## src/rtl/mult_pkg.sv

```systemverilog
// Shared types and constants for the MULT/MULTU shift-add sequencer.
package mult_pkg;

  typedef enum logic [1:0] {
    IDLE  = 2'd0,
    RUN   = 2'd1,
    FIXUP = 2'd2,
    DONE  = 2'd3
  } mult_state_t;

  localparam int MULT_WIDTH = 32;

endpackage

```

## src/rtl/mult_sequencer.sv

```systemverilog
// Multi-cycle shift-add multiplier with architectural HI/LO registers.
// Signed operands are reduced to magnitudes, multiplied unsigned, then negated if needed.
module mult_sequencer
  import mult_pkg::*;
#(
  parameter int WIDTH = MULT_WIDTH
) (
  input  logic             clk,
  input  logic             rst_n,
  input  logic             inpStart,
  input  logic             inpSigned,
  input  logic [WIDTH-1:0] inpMultA,
  input  logic [WIDTH-1:0] inpMultB,
  input  logic             inpHiWe,
  input  logic             inpLoWe,
  input  logic [WIDTH-1:0] inpWrData,
  output logic             outBusy,
  output logic             outDone,
  output logic [WIDTH-1:0] outHi,
  output logic [WIDTH-1:0] outLo
);

  localparam int CW = $clog2(WIDTH + 1);
  localparam logic [WIDTH-1:0]   ONE_W  = {{(WIDTH-1){1'b0}}, 1'b1};
  localparam logic [2*WIDTH-1:0] ONE_2W = {{(2*WIDTH-1){1'b0}}, 1'b1};
  localparam logic [CW-1:0]      LAST_CNT = CW'(WIDTH - 1);
  localparam logic [CW-1:0]      ONE_CNT  = CW'(1);

  mult_state_t        state_q, state_d;
  logic [WIDTH-1:0]   mag_a_q, mag_a_d;
  logic [WIDTH-1:0]   mag_b_q, mag_b_d;
  logic               neg_q, neg_d;
  logic [2*WIDTH-1:0] acc_q, acc_d;
  logic [CW-1:0]      cnt_q, cnt_d;
  logic [WIDTH-1:0]   hi_q, hi_d;
  logic [WIDTH-1:0]   lo_q, lo_d;
  logic               busy_q, busy_d;
  logic               done_q, done_d;

  logic [WIDTH:0]     sum_s;
  logic [2*WIDTH-1:0] fix_s;

  // Magnitude of a two's-complement value; the most negative input maps to 2^(W-1).
  function automatic logic [WIDTH-1:0] abs_f(input logic [WIDTH-1:0] v);
    if (v[WIDTH-1]) begin
      return ~v + ONE_W;
    end else begin
      return v;
    end
  endfunction

  // Next-state, datapath step and HI/LO update logic.
  always_comb begin
    state_d = state_q;
    mag_a_d = mag_a_q;
    mag_b_d = mag_b_q;
    neg_d   = neg_q;
    acc_d   = acc_q;
    cnt_d   = cnt_q;
    hi_d    = hi_q;
    lo_d    = lo_q;

    sum_s = {1'b0, acc_q[2*WIDTH-1:WIDTH]} +
            (mag_b_q[0] ? {1'b0, mag_a_q} : {(WIDTH+1){1'b0}});
    fix_s = neg_q ? (~acc_q + ONE_2W) : acc_q;

    case (state_q)
      IDLE: begin
        if (inpHiWe) begin
          hi_d = inpWrData;
        end else begin
          hi_d = hi_q;
        end
        if (inpLoWe) begin
          lo_d = inpWrData;
        end else begin
          lo_d = lo_q;
        end
        if (inpStart) begin
          mag_a_d = inpSigned ? abs_f(inpMultA) : inpMultA;
          mag_b_d = inpSigned ? abs_f(inpMultB) : inpMultB;
          neg_d   = inpSigned & (inpMultA[WIDTH-1] ^ inpMultB[WIDTH-1]);
          acc_d   = {(2*WIDTH){1'b0}};
          cnt_d   = {CW{1'b0}};
          state_d = RUN;
        end else begin
          state_d = IDLE;
        end
      end
      RUN: begin
        // The add carry becomes the new MSB as {carry,acc} shifts right.
        acc_d   = {sum_s, acc_q[WIDTH-1:1]};
        mag_b_d = mag_b_q >> 1;
        cnt_d   = cnt_q + ONE_CNT;
        if (cnt_q == LAST_CNT) begin
          state_d = FIXUP;
        end else begin
          state_d = RUN;
        end
      end
      FIXUP: begin
        acc_d   = fix_s;
        hi_d    = fix_s[2*WIDTH-1:WIDTH];
        lo_d    = fix_s[WIDTH-1:0];
        state_d = DONE;
      end
      DONE: begin
        state_d = IDLE;
      end
      default: begin
        state_d = IDLE;
      end
    endcase

    busy_d = (state_d == RUN) || (state_d == FIXUP);
    done_d = (state_d == DONE);
  end

  // State, datapath and output registers.
  always_ff @(posedge clk or negedge rst_n) begin
    if (!rst_n) begin
      state_q <= IDLE;
      mag_a_q <= {WIDTH{1'b0}};
      mag_b_q <= {WIDTH{1'b0}};
      neg_q   <= 1'b0;
      acc_q   <= {(2*WIDTH){1'b0}};
      cnt_q   <= {CW{1'b0}};
      hi_q    <= {WIDTH{1'b0}};
      lo_q    <= {WIDTH{1'b0}};
      busy_q  <= 1'b0;
      done_q  <= 1'b0;
    end else begin
      state_q <= state_d;
      mag_a_q <= mag_a_d;
      mag_b_q <= mag_b_d;
      neg_q   <= neg_d;
      acc_q   <= acc_d;
      cnt_q   <= cnt_d;
      hi_q    <= hi_d;
      lo_q    <= lo_d;
      busy_q  <= busy_d;
      done_q  <= done_d;
    end
  end

  assign outBusy = busy_q;
  assign outDone = done_q;
  assign outHi   = hi_q;
  assign outLo   = lo_q;

endmodule

```

## config.mk

```make
export PLATFORM = sky130hd
export DESIGN_NAME = mult_sequencer
export DESIGN_NICKNAME = d
export VERILOG_FILES = /design/src/rtl/mult_pkg.sv /design/src/rtl/mult_sequencer.sv
export SDC_FILE = /design/constraint.sdc
export NUM_CORES = 1
export LEC_CHECK = 0
export CORE_ASPECT_RATIO = 0.5
export CORE_MARGIN = 1
export CORE_UTILIZATION = 50
export DETAILED_ROUTE_END_ITERATION = 12
export GPL_ROUTABILITY_DRIVEN = 0
export PLACE_DENSITY = 0.78
export REMOVE_ABC_BUFFERS = 1
export SYNTH_ARGS = -nofsm -noshare
export SYNTH_HDL_FRONTEND = slang
export SYNTH_SLANG_ARGS = --single-unit
```

## constraint.sdc

```tcl
create_clock -name clk -period 3.3 [get_ports clk]
set_clock_uncertainty 0.05 [all_clocks]
set_input_delay 0.33 -clock clk [delete_from_list [all_inputs] [get_ports clk]]
set_output_delay 0.33 -clock clk [all_outputs]
set_load 0.01 [all_outputs]
```

==> flow_summary.ini <==
[worst_setup_path]
critPathSlowestCell = or4_4
crit_path_frequent_cell = or4_4
arrival_ns = 3.55
r2r-end = outHi[19]$_DFFE_PN0P_
crit_family = simple AND/OR/NAND/NOR gates
worst-path-stages = 8
crit_start = acc_q[26]$_DFFE_PN0P_
r2r_cells = 8
r2r-start = acc_q[26]$_DFFE_PN0P_
cp_slowest_stage_delay_ns = 0.68
worst-path-max-fanout = 12
path_cells = or4_4 -> or3_1 -> or4_4 -> o41ai_2 -> xor2_1 -> nand2_1 -> o21ai_1 -> a21oi_1
crit_buf_inv = 0
critPathLaunchType = flop
end_kind = flop
crit_type = reg2reg
r2r_slack_ns = 0.11
cp.required_ns = 3.66
cp-endpoint = outHi[19]$_DFFE_PN0P_

[clock_tree]
cts-buffers-inserted = 21
clk_path_buf_depth = 3
root_buffer = clkbuf_16
htree_levels = 1
postCtsSetupBuffers = 0
clock_latency_ns = 0.53
clock-sinks = 203
cts_tree = done
clk_pin_slew_ns = 0.07

[placed_design]
io_buffers = 167
place_area_um2 = 15700
dpl.hpwl_mm = 28.5
placed_cells = 2121

[sta]
finalCritPeriodShare_pct = 96.7
max-slew-margin-rel_pct = 45.4
timing.hold.ws_ns = 0.352
worst_pin_slew_ns = 0.819
finalHoldViolations = 0
period_minus_slack_ns = 3.19
drv_slew = 0
final-setup-viol-count = 0
achievable-frequency_mhz = 313

[floorplanning]
fp.coreArea_um2 = 26500
rows = 42
pin_count = 168
start_util_pct = 51.1
fp.dieH_um = 118
die-area_um2 = 27800
dieWidth_um = 235

[global_routing]
track_usage_pct = 28.0
grt_start_max_net_pins = 88
grt_pass1_wl_mm = 63.0
use_met2_pct = 43.2
antenna_found_initial = 6
met1_usage_pct = 40.1
use_met3_pct = 6.24
top_usage_layer = met2
gr-total-overflow = 0
grt_pass1_vias = 11900

[finish]
area_growth_pct = 21.4
nNetsFinal = 1936
regArea_um2 = 5080
drive_above_1_share_pct = 7.08
instances_no_fill = 2163
multi_input_area_um2 = 8020
fillers = 2302
fin_util_pct = 62.0
design_area_um2 = 16400

[drt]
dr.pass1.iters = 6
drtIter0Drc = 1382
antenna_left = 0
drc = 0
routedWlPerCell_um = 18.0
vias_per_cell = 5.88
drt_wl_total_mm = 39.0
vias = 12700

[worst_hold_path]
hold_path.class = in2async

[status]
status = completed

[power]
p_leak_nw = 7.06
vdd_drop_max_mv = 0.536
p_per_area_nw_per_um2 = 842

[logic_synthesis]
synthArstFlopShare_pct = 100
yosysSeqAreaShare_pct = 37.6
synth_flop_cell = dfrtp_1
avgSynthCellArea_um2 = 8.21
synth_cell_types = 70
syn_inst = 1648
synth_seq_cells = 203
synth_edf_count = 0
syn_area_um2 = 13500
ys_warn_count = 0

[flow_run]
cap_violations = 0
==> timing repair <==
| item | CTS | global route |
|---|---|---|
| hold endpoints to repair | 84 | 0 |
| gates resized for setup | 0 | 4 |
| setup endpoints to repair | 0 | 10 |
| hold buffers | 1 | 0 |
==> layout by cell type (no fill, tap or decap), drive strengths merged, types with 40 or more instances in the layout <==
cell	count
xor2	62
nand2	245
buf	48
a21oi	165
nor2	124
and2	40
ha	40
xnor2	77
dfrtp	203
o21ai	201
clkdlybuf4s50	166
==> cells by family after synthesis <==
family | Yosys count | share of synthesized area (%)
buf+inv | 123 | 3.51
mux | 21 | 1.55
fa+ha+maj | 41 | 3.85
simple gates | 581 | 20.0
xor+xnor | 139 | 9.00
compound gates | 540 | 24.5
flops | 203 | 37.6
==> sequential cells by signal, summed over array words and instances (netlist names) <==
signal	count
mag_a_q	32
mag_b_q	32
state_q	2
outDone	1
acc_q	64
outLo	32
cnt_q	6
outHi	32
outBusy	1
neg_q	1
==> per-layer routing <==
layer,share of wire (%),wire (µm),vias up
met2,44,17000,475
met4,2.1,802,6
met5,0.10,39,-
met1,46,17900,6018
li1,-,-,6152
met3,8.4,3270,67
==> final cells by class <==
type | count | area share [%]
clock buffers | 29 | 3.75
well taps | 352 | 2.68
multi-input cells | 1322 | 48.8
diodes | 3 | 0.0457
repair buffers | 216 | 12.6
flip-flops and latches | 203 | 30.9
inverters | 29 | 0.663
clock inverters | 9 | 0.465
==> cells in the mapped netlist, types with 7 or more instances <==
| master | number | area share [%] |
|---|---|---|
| xnor2_1 | 77 | 5.0 |
| ha_1 | 40 | 3.7 |
| buf_1 | 15 | 0.42 |
| or4_1 | 11 | 0.61 |
| o211ai_1 | 10 | 0.55 |
| and2_1 | 39 | 1.8 |
| o21ai_1 | 58 | 2.1 |
| nand2_1 | 245 | 6.8 |
| a21o_1 | 34 | 1.9 |
| nand3_1 | 21 | 0.78 |
| or3_1 | 23 | 1.1 |
| o31ai_2 | 7 | 0.65 |
| a22oi_1 | 16 | 0.89 |
| nor2b_1 | 11 | 0.51 |
| nor3_1 | 36 | 1.3 |
| and3_1 | 13 | 0.60 |
| a32oi_1 | 8 | 0.52 |
| o31ai_1 | 27 | 1.5 |
| a21oi_1 | 165 | 6.1 |
| xor2_1 | 62 | 4.0 |
| dfrtp_1 | 203 | 38 |
| inv_1 | 28 | 0.78 |
| a31oi_1 | 17 | 0.79 |
| or2_2 | 7 | 0.32 |
| nor4_1 | 12 | 0.55 |
| mux2i_1 | 21 | 1.6 |
| clkbuf_1 | 76 | 2.1 |
| o21ai_0 | 141 | 5.2 |
| nand2b_1 | 8 | 0.37 |
| nor2_1 | 124 | 3.4 |
==> worst min-delay path by stage <==
| stage | end | cells after the start | startpoint |
|---|---|---|---|
| after floorplan | acc_q[0]$_DFFE_PN0P_ | 0 | rst_n |
| after global placement | outLo[26]$_DFFE_PN0P_ | 1 | rst_n |
| after detailed placement | outLo[26]$_DFFE_PN0P_ | 1 | rst_n |
| after CTS | outLo[29]$_DFFE_PN0P_ | 3 | inpWrData[29] |
| after global routing | outLo[29]$_DFFE_PN0P_ | 3 | inpWrData[29] |
| final | outLo[26]$_DFFE_PN0P_ | 2 | rst_n |
==> power breakdown <==
| group | switching (mW) | total (mW) | internal (mW) |
|---|---|---|---|
| Combinational | 4.15 | 7.09 | 2.94 |
| Sequential | 0.844 | 4.30 | 3.46 |
| Clock | 1.05 | 2.43 | 1.39 |
| Total | 6.04 | 13.8 | 7.79 |
==> per-stage QoR <==
stage / setup TNS [ns] / setup WS, ns / power (mW)
2_1_floorplan: -147.32 / -1.73 / 8.51
3_3_place_gp: 0 / 0.183 / 11.1
3_5_place_dp: 0 / 0.123 / 11.2
4_1_cts: 0 / 0.115 / 13.7
5_1_grt: -0.0106 / -0.00607 / 14.8
6_report: 0 / 0.110 / 13.8
(Power assumes the default switching activity.)
